[config.mk]
export PLATFORM = sky130hd
export DESIGN_NAME = multicore_loader
export DESIGN_NICKNAME = d
export VERILOG_FILES = /design/src/rtl/multicore_pkg.sv /design/src/rtl/multicore_loader_rd_pipe.sv /design/src/rtl/multicore_loader.sv
export SDC_FILE = /design/constraint.sdc
export NUM_CORES = 1
export LEC_CHECK = 0
export BUFFER_PORTS_ARGS = -buffer_cell sky130_fd_sc_hd__clkbuf_2
export CAP_MARGIN = 20
export CORE_ASPECT_RATIO = 0.8
export CORE_MARGIN = 2
export CORE_UTILIZATION = 54
export DETAILED_ROUTE_END_ITERATION = 10
export PLACE_DENSITY = 0.87
export SYNTH_ARGS = -nofsm -noshare
export SYNTH_HDL_FRONTEND = slang
export SYNTH_HIERARCHICAL = 1
export SYNTH_SLANG_ARGS = --single-unit
[constraint.sdc]
create_clock -name clock -period 3.6 [get_ports clock]
set_input_delay 0.18 -clock clock [delete_from_list [all_inputs] [get_ports clock]]
set_output_delay 0.18 -clock clock [all_outputs]
set_load 0.005 [all_outputs]
[src/rtl/multicore_pkg.sv]
// Shared op codes and FSM encoding for the multicore loader.
// Imported by the loader top and by its testbench.
package multicore_pkg;

  localparam logic [1:0] OP_LOAD_IRAM = 2'b00;
  localparam logic [1:0] OP_LOAD_DRAM = 2'b01;
  localparam logic [1:0] OP_RUN       = 2'b10;
  localparam logic [1:0] OP_READBACK  = 2'b11;

  typedef enum logic [2:0] {
    ST_IDLE,
    ST_LOAD,
    ST_WRITE,
    ST_RUN,
    ST_RD_REQ,
    ST_RD_WAIT,
    ST_RD_OUT
  } state_e;

endpackage

[src/rtl/multicore_loader_rd_pipe.sv]
// DRAM read latency tracker: flags the cycle read data is due
// and captures it into the readback data register.
module loader_rd_pipe #(
  parameter int DW     = 16,
  parameter int RD_LAT = 2
) (
  input  logic          clk_i,
  input  logic          rst_ni,
  input  logic          req_i,
  input  logic [DW-1:0] dram_i,
  output logic          vld_o,
  output logic [DW-1:0] data_o
);

  logic [RD_LAT-1:0] sr_q;
  logic [DW-1:0]     data_q;

  always_ff @(posedge clk_i or negedge rst_ni) begin
    if (!rst_ni) begin
      sr_q   <= '0;
      data_q <= '0;
    end else begin
      sr_q <= (sr_q << 1) | RD_LAT'(req_i);
      if (sr_q[RD_LAT-1]) begin
        data_q <= dram_i;
      end
    end
  end

  assign vld_o  = sr_q[RD_LAT-1];
  assign data_o = data_q;

endmodule

[src/rtl/multicore_loader.sv]
// Command-driven loader: streams words into per-core IRAM or
// shared DRAM, runs the cores, and reads DRAM back out.
module multicore_loader
  import multicore_pkg::*;
#(
  parameter int  N_CORES = 8,
  parameter int  AW      = 9,
  parameter int  DW      = 16,
  parameter int  RUN_W   = 24,
  parameter int  RD_LAT  = 2,
  localparam int CW      = $clog2(N_CORES) + 1
) (
  input  logic               clock,
  input  logic               reset_n,
  input  logic               cmd_valid,
  output logic               cmd_ready,
  input  logic [1:0]         cmd_op,
  input  logic [CW-1:0]      cmd_core,
  input  logic [AW-1:0]      cmd_base,
  input  logic [AW-1:0]      cmd_len,
  input  logic [RUN_W-1:0]   cmd_cycles,
  input  logic               s_valid,
  output logic               s_ready,
  input  logic [DW-1:0]      s_data,
  output logic               m_valid,
  input  logic               m_ready,
  output logic [DW-1:0]      m_data,
  output logic [AW-1:0]      addr_ext,
  output logic [DW-1:0]      data_out,
  output logic [N_CORES-1:0] iram_write_ext,
  output logic               dram_write_ext,
  output logic               read_en_ext,
  input  logic [DW-1:0]      dram_in,
  output logic               start,
  output logic               start_2,
  output logic               start_3,
  output logic               start_4,
  input  logic [N_CORES-1:0] core_done,
  output logic               busy,
  output logic               err
);

  state_e            state_q, state_d;
  logic [1:0]        op_q, op_d;
  logic [CW-1:0]     core_q, core_d;
  logic [AW-1:0]     addr_q, addr_d;
  logic [AW-1:0]     rem_q, rem_d;
  logic [RUN_W-1:0]  cyc_q, cyc_d;
  logic [RUN_W-1:0]  cnt_q, cnt_d;
  logic [DW-1:0]     data_q, data_d;
  logic              err_q, err_d;
  logic              rd_vld;
  logic              is_iram;
  logic              bad_core;
  logic              zero_len;

  loader_rd_pipe #(
    .DW     (DW),
    .RD_LAT (RD_LAT)
  ) u_rd_pipe (
    .clk_i  (clock),
    .rst_ni (reset_n),
    .req_i  (read_en_ext),
    .dram_i (dram_in),
    .vld_o  (rd_vld),
    .data_o (m_data)
  );

  always_ff @(posedge clock or negedge reset_n) begin
    if (!reset_n) begin
      state_q <= ST_IDLE;
      op_q    <= OP_LOAD_IRAM;
      core_q  <= '0;
      addr_q  <= '0;
      rem_q   <= '0;
      cyc_q   <= '0;
      cnt_q   <= '0;
      data_q  <= '0;
      err_q   <= 1'b0;
    end else begin
      state_q <= state_d;
      op_q    <= op_d;
      core_q  <= core_d;
      addr_q  <= addr_d;
      rem_q   <= rem_d;
      cyc_q   <= cyc_d;
      cnt_q   <= cnt_d;
      data_q  <= data_d;
      err_q   <= err_d;
    end
  end

  assign is_iram  = (op_q == OP_LOAD_IRAM);
  assign bad_core = (cmd_core >= CW'(N_CORES));
  assign zero_len = (cmd_len == '0);

  always_comb begin
    state_d        = state_q;
    op_d           = op_q;
    core_d         = core_q;
    addr_d         = addr_q;
    rem_d          = rem_q;
    cyc_d          = cyc_q;
    cnt_d          = cnt_q;
    data_d         = data_q;
    err_d          = err_q;
    cmd_ready      = 1'b0;
    s_ready        = 1'b0;
    m_valid        = 1'b0;
    read_en_ext    = 1'b0;
    dram_write_ext = 1'b0;
    iram_write_ext = '0;
    start          = 1'b0;
    start_2        = 1'b0;
    start_3        = 1'b0;
    start_4        = 1'b0;
    unique case (state_q)
      ST_IDLE: begin
        cmd_ready = 1'b1;
        if (cmd_valid) begin
          err_d = (cmd_op == OP_LOAD_IRAM) && bad_core;
          // a rejected IRAM load leaves every latched field alone
          if (!err_d) begin
            op_d   = cmd_op;
            core_d = cmd_core;
            addr_d = cmd_base;
            rem_d  = cmd_len;
            cyc_d  = cmd_cycles;
            cnt_d  = '0;
            if (cmd_op == OP_RUN) begin
              state_d = ST_RUN;
            end else if (zero_len) begin
              state_d = ST_IDLE;
            end else if (cmd_op == OP_READBACK) begin
              state_d = ST_RD_REQ;
            end else begin
              state_d = ST_LOAD;
            end
          end
        end
      end
      ST_LOAD: begin
        s_ready = 1'b1;
        start_2 = is_iram;
        start_3 = !is_iram;
        if (s_valid) begin
          data_d  = s_data;
          state_d = ST_WRITE;
        end
      end
      ST_WRITE: begin
        start_2 = is_iram;
        start_3 = !is_iram;
        if (is_iram) begin
          iram_write_ext = N_CORES'(1) << core_q;
        end else begin
          dram_write_ext = 1'b1;
        end
        addr_d  = addr_q + AW'(1);
        rem_d   = rem_q - AW'(1);
        state_d = (rem_q == AW'(1)) ? ST_IDLE : ST_LOAD;
      end
      ST_RUN: begin
        start = 1'b1;
        cnt_d = cnt_q + RUN_W'(1);
        if ((&core_done) || (cyc_q != '0 && cnt_d == cyc_q)) begin
          state_d = ST_IDLE;
        end
      end
      ST_RD_REQ: begin
        start_4     = 1'b1;
        read_en_ext = 1'b1;
        state_d     = ST_RD_WAIT;
      end
      ST_RD_WAIT: begin
        start_4 = 1'b1;
        if (rd_vld) begin
          state_d = ST_RD_OUT;
        end
      end
      ST_RD_OUT: begin
        start_4 = 1'b1;
        m_valid = 1'b1;
        if (m_ready) begin
          addr_d  = addr_q + AW'(1);
          rem_d   = rem_q - AW'(1);
          state_d = (rem_q == AW'(1)) ? ST_IDLE : ST_RD_REQ;
        end
      end
      default: state_d = ST_IDLE;
    endcase
  end

  assign addr_ext = addr_q;
  assign data_out = data_q;
  assign busy     = (state_q != ST_IDLE);
  assign err      = err_q;

endmodule

==> qor.csv <==
stage,metric,value,unit
status,run_status,"finished, final reports clean",
clock_tree,cts_root_buf,clkbuf_16,
power,power_density,791.2,nW/um^2
setup_path,cp-end-kind,flop,
clock_tree,clk_latency,0.35,ns
timing,fmax,321.5,MHz
timing,period_minus_slack,3.110,ns
floorplan,ioPinCount,153,
timing,slew_viol_final,0,
logic_synthesis,yosys.area.top_type_share,0.4549,
global_routing,antenna_found_initial,0,
power,pwr-share-comb,0.405,
floorplan,dieWidth,122.4,um
setup_path,reg2reg_slack,0.49,ns
clock_tree,clkSinkCount,110,
timing,setup_viol,0,
setup_path,path_delay_family,simple AND/OR/NAND/NOR gates,
clock_tree,cts_resized,0,
detailed_routing,ant_nets,0,
setup_path,reg2reg_depth,8,
layout,drive_gt1_frac,0.2736,
floorplan,fp-row-count,34,
power,p_clk_frac,0.171,
logic_synthesis,synth_fp_nets,776,
logic_synthesis,ys.warnings.count,6,
logic_synthesis,ys_top_cells_by_count,"nand2_1, dfrtp_1, o21ai_0",
setup_path,critPathLaunch,cnt_q[9],
floorplan,core,10890,um^2
global_routing,grt_max_degree,59,
clock_tree,post_cts_buffers,0,
timing,hold_viol_final,0,
clock_tree,cts_tree,done,
timing,worstMarginPinSlew,0.9014,ns
logic_synthesis,synth_edf_count,0,
power,switchingPower,2.297,mW
placed_design,dp.final_hpwl,10890,um
timing,setup_tns,0,ns
timing,post-route-period-util,0.8640,
detailed_routing,vias,5514,
detailed_routing,firstDrtPassIters,5,
timing,rsz0062_at_grt,no,
run,max_cap_viol_count,0,
clock_tree,htreeDepth,3,
floorplan,start_util,0.5556,
setup_path,crit_buf_inv,0,
global_routing,grtUsageTotal,0.2557,
setup_path,cp_slowest_cell,or4_4,
layout,layout.nets,907,
logic_synthesis,yosysMostFrequentCell,nand2_1,
detailed_routing,wl,14960,um
setup_path,worstSetupStartpointType,flop,
floorplan,die_area,12070,um^2
logic_synthesis,synthArstFlopShare,1.000,
detailed_routing,vias_per_cell,5.750,
global_routing,grt_first_pass_wirelength,24740,um
layout,fin_area,7182,um^2
setup_path,crit_chain,nand4_4 -> or4_4 -> nor4_4 -> xnor2_1 -> o2111ai_1 -> or4_1 -> o31ai_2 -> a41oi_1,
logic_synthesis,synth-main-ff-cell,dfrtp_1,
detailed_routing,initialDrtViolationCount,446,
setup_path,r2r_start,cnt_q[9],
clock_tree,clk_pin_slew,0.08,ns
setup_path,critPathMaxFanout,9,
setup_path,crit_type,flop to flop,
clock_tree,cts_buffers,9,
worst_hold_path,hold_path_class,primary input to flop,
placed_design,place_congestion,0.9552,
placed_design,place_area,6878,um^2
global_routing,gr-total-overflow,0,
power,peakVddDrop,0.0003865,V
power,leakage,3.293,nW
logic_synthesis,ys_types,61,
layout,antennaDiodeCount,0,
detailed_routing,drc,0,
detailed_routing,wl_per_cell,15.60,um
clock_tree,clockBufferDepth,2,
setup_path,required,3.81,ns
logic_synthesis,netlist_area,6051,um^2
logic_synthesis,ys_seq_elements,110,
setup_path,crit_arrival,3.32,ns
power,p_int,3.386,mW
timing,skew,0.009419,ns
placed_design,port_buffers,152,
logic_synthesis,synth_area_leader_cell,dfrtp_1,
setup_path,worstSetupEndpoint,state_q[0],
power,switching_share,0.4042,
setup_path,worst_path_largest_cell_delay,0.65,ns
power,pwr-share-seq,0.423,
global_routing,grt_pass1_vias,5069,
setup_path,worst-path-stages,8,
floorplan,die_h,98.68,um
logic_synthesis,synth.avg_cell_area,8.911,um^2
clock_tree,cts_hold_buf,1,
logic_synthesis,netlist_top_cells_area,"dfrtp_1, nand2_1, o21ai_0",
layout,area_growth,18.69,%
logic_synthesis,syn-instance-count,679,
logic_synthesis,synth-seq-area-share,0.4549,
setup_path,worstReg2RegEnd,state_q[0],
power,total_power,5.682,mW
timing,relSlewSlack,0.3935,
[final cells by class]
type	count	area, um^2
Timing Repair Buffer	165	863.3
Sequential cell	110	2753
Clock inverter	7	68.82
Clock buffer	9	225.2
Inverter	13	48.80
Fill cell	908	3709
Tap cell	144	180.2
Multi-Input combinational cell	511	3043
[stage by stage]
step / std cells / setup slack (ns) / hold WS, ns / util
global route: 959 / 0.1993 / 0.01703 / 0.6595
floorplan: 679 / 0.7654 / -0.1156 / -
global placement: 942 / 0.6084 / 0.2821 / 0.6315
finish: 959 / 0.4897 / 0.01289 / 0.6595
CTS: 959 / 0.4886 / 0.007147 / 0.6595
detailed placement: 942 / 0.5372 / 0.2852 / 0.6315
[cells by family after synthesis]
group | share of synthesized area
compound gates | 0.1495
simple gates | 0.2242
fa+ha+maj | 0.008272
mux | 0.07403
buf+inv | 0.04280
flops | 0.4549
xor+xnor | 0.04632
[per-layer routing]
metal	wire (um)	GRT usage	part of all wire	vias to the layer above
li1	-	-	-	2660
met1	6628	0.3733	0.44	2569
met2	6774	0.3880	0.45	267
met3	1358	0.05903	0.091	18
met4	195	0.06278	0.013	0
met5	0	0	0	-
[placed cells by master, fill, tap and decap left out, types with 6 or more instances in the layout]
cell type  Yosys  routed
o31ai_1       11      11
nor3_1        14      14
xnor2_1       26      26
xor2_1         6       6
buf_4          1      13
o211ai_1       6       6
clkbuf_16      0       9
nor4_1        15      15
o21ai_0       54      54
mux2_2        22      22
nand2_1      133     133
nand2b_1       6       6
and2_1         6       6
a21oi_1       40      39
nand3_1       25      25
nor2_1        49      49
mux2_4        10      10
nand4_1       11      11
a31oi_1       10      10
dfrtp_1      110     110
clkbuf_2       0     151
inv_1         13      13
[worst min-delay path by stage]
| stage | startpoint | endpoint | slack [ns] | cells past startpoint |
|---|---|---|---|---|
| after floorplan | reset_n | addr_ext[0] | -0.12 | 0 |
| after global placement | reset_n | addr_ext[4] | 0.28 | 1 |
| after detailed placement | reset_n | addr_ext[4] | 0.29 | 1 |
| after CTS | cmd_cycles[20] | cyc_q[20] | 0.007 | 3 |
| after global routing | cmd_cycles[21] | cyc_q[21] | 0.02 | 3 |
| final | cmd_cycles[20] | cyc_q[20] | 0.01 | 3 |
[power groups by stage]
stage	Combinational [mW]	Clock, mW	Sequential [mW]
after detailed placement	2.28	0	2.40
after global routing	2.57	1.04	2.50
after floorplan	1.74	0	2.16
after global placement	2.22	0	2.38
final	2.30	0.974	2.41
after CTS	2.30	0.988	2.39
[flip-flops by register name, summed over array words and instances, names as in the netlist]
| register | cells |
|---|---|
| data_out | 16 |
| cnt_q | 24 |
| addr_ext | 9 |
| core_q | 4 |
| rem_q | 9 |
| op_q | 2 |
| u_rd_pipe/data_o | 16 |
| cyc_q | 24 |
| state_q | 3 |
| err | 1 |
| u_rd_pipe/sr_q | 2 |
[worst reg2reg max path: stages (launching register included)]
cell	delay [ns]
dfrtp_1	0.52
nand4_4	0.18
or4_4	0.65
nor4_4	0.38
xnor2_1	0.17
o2111ai_1	0.12
or4_1	0.52
o31ai_2	0.28
a41oi_1	0.15
(Power assumes the default switching activity.)
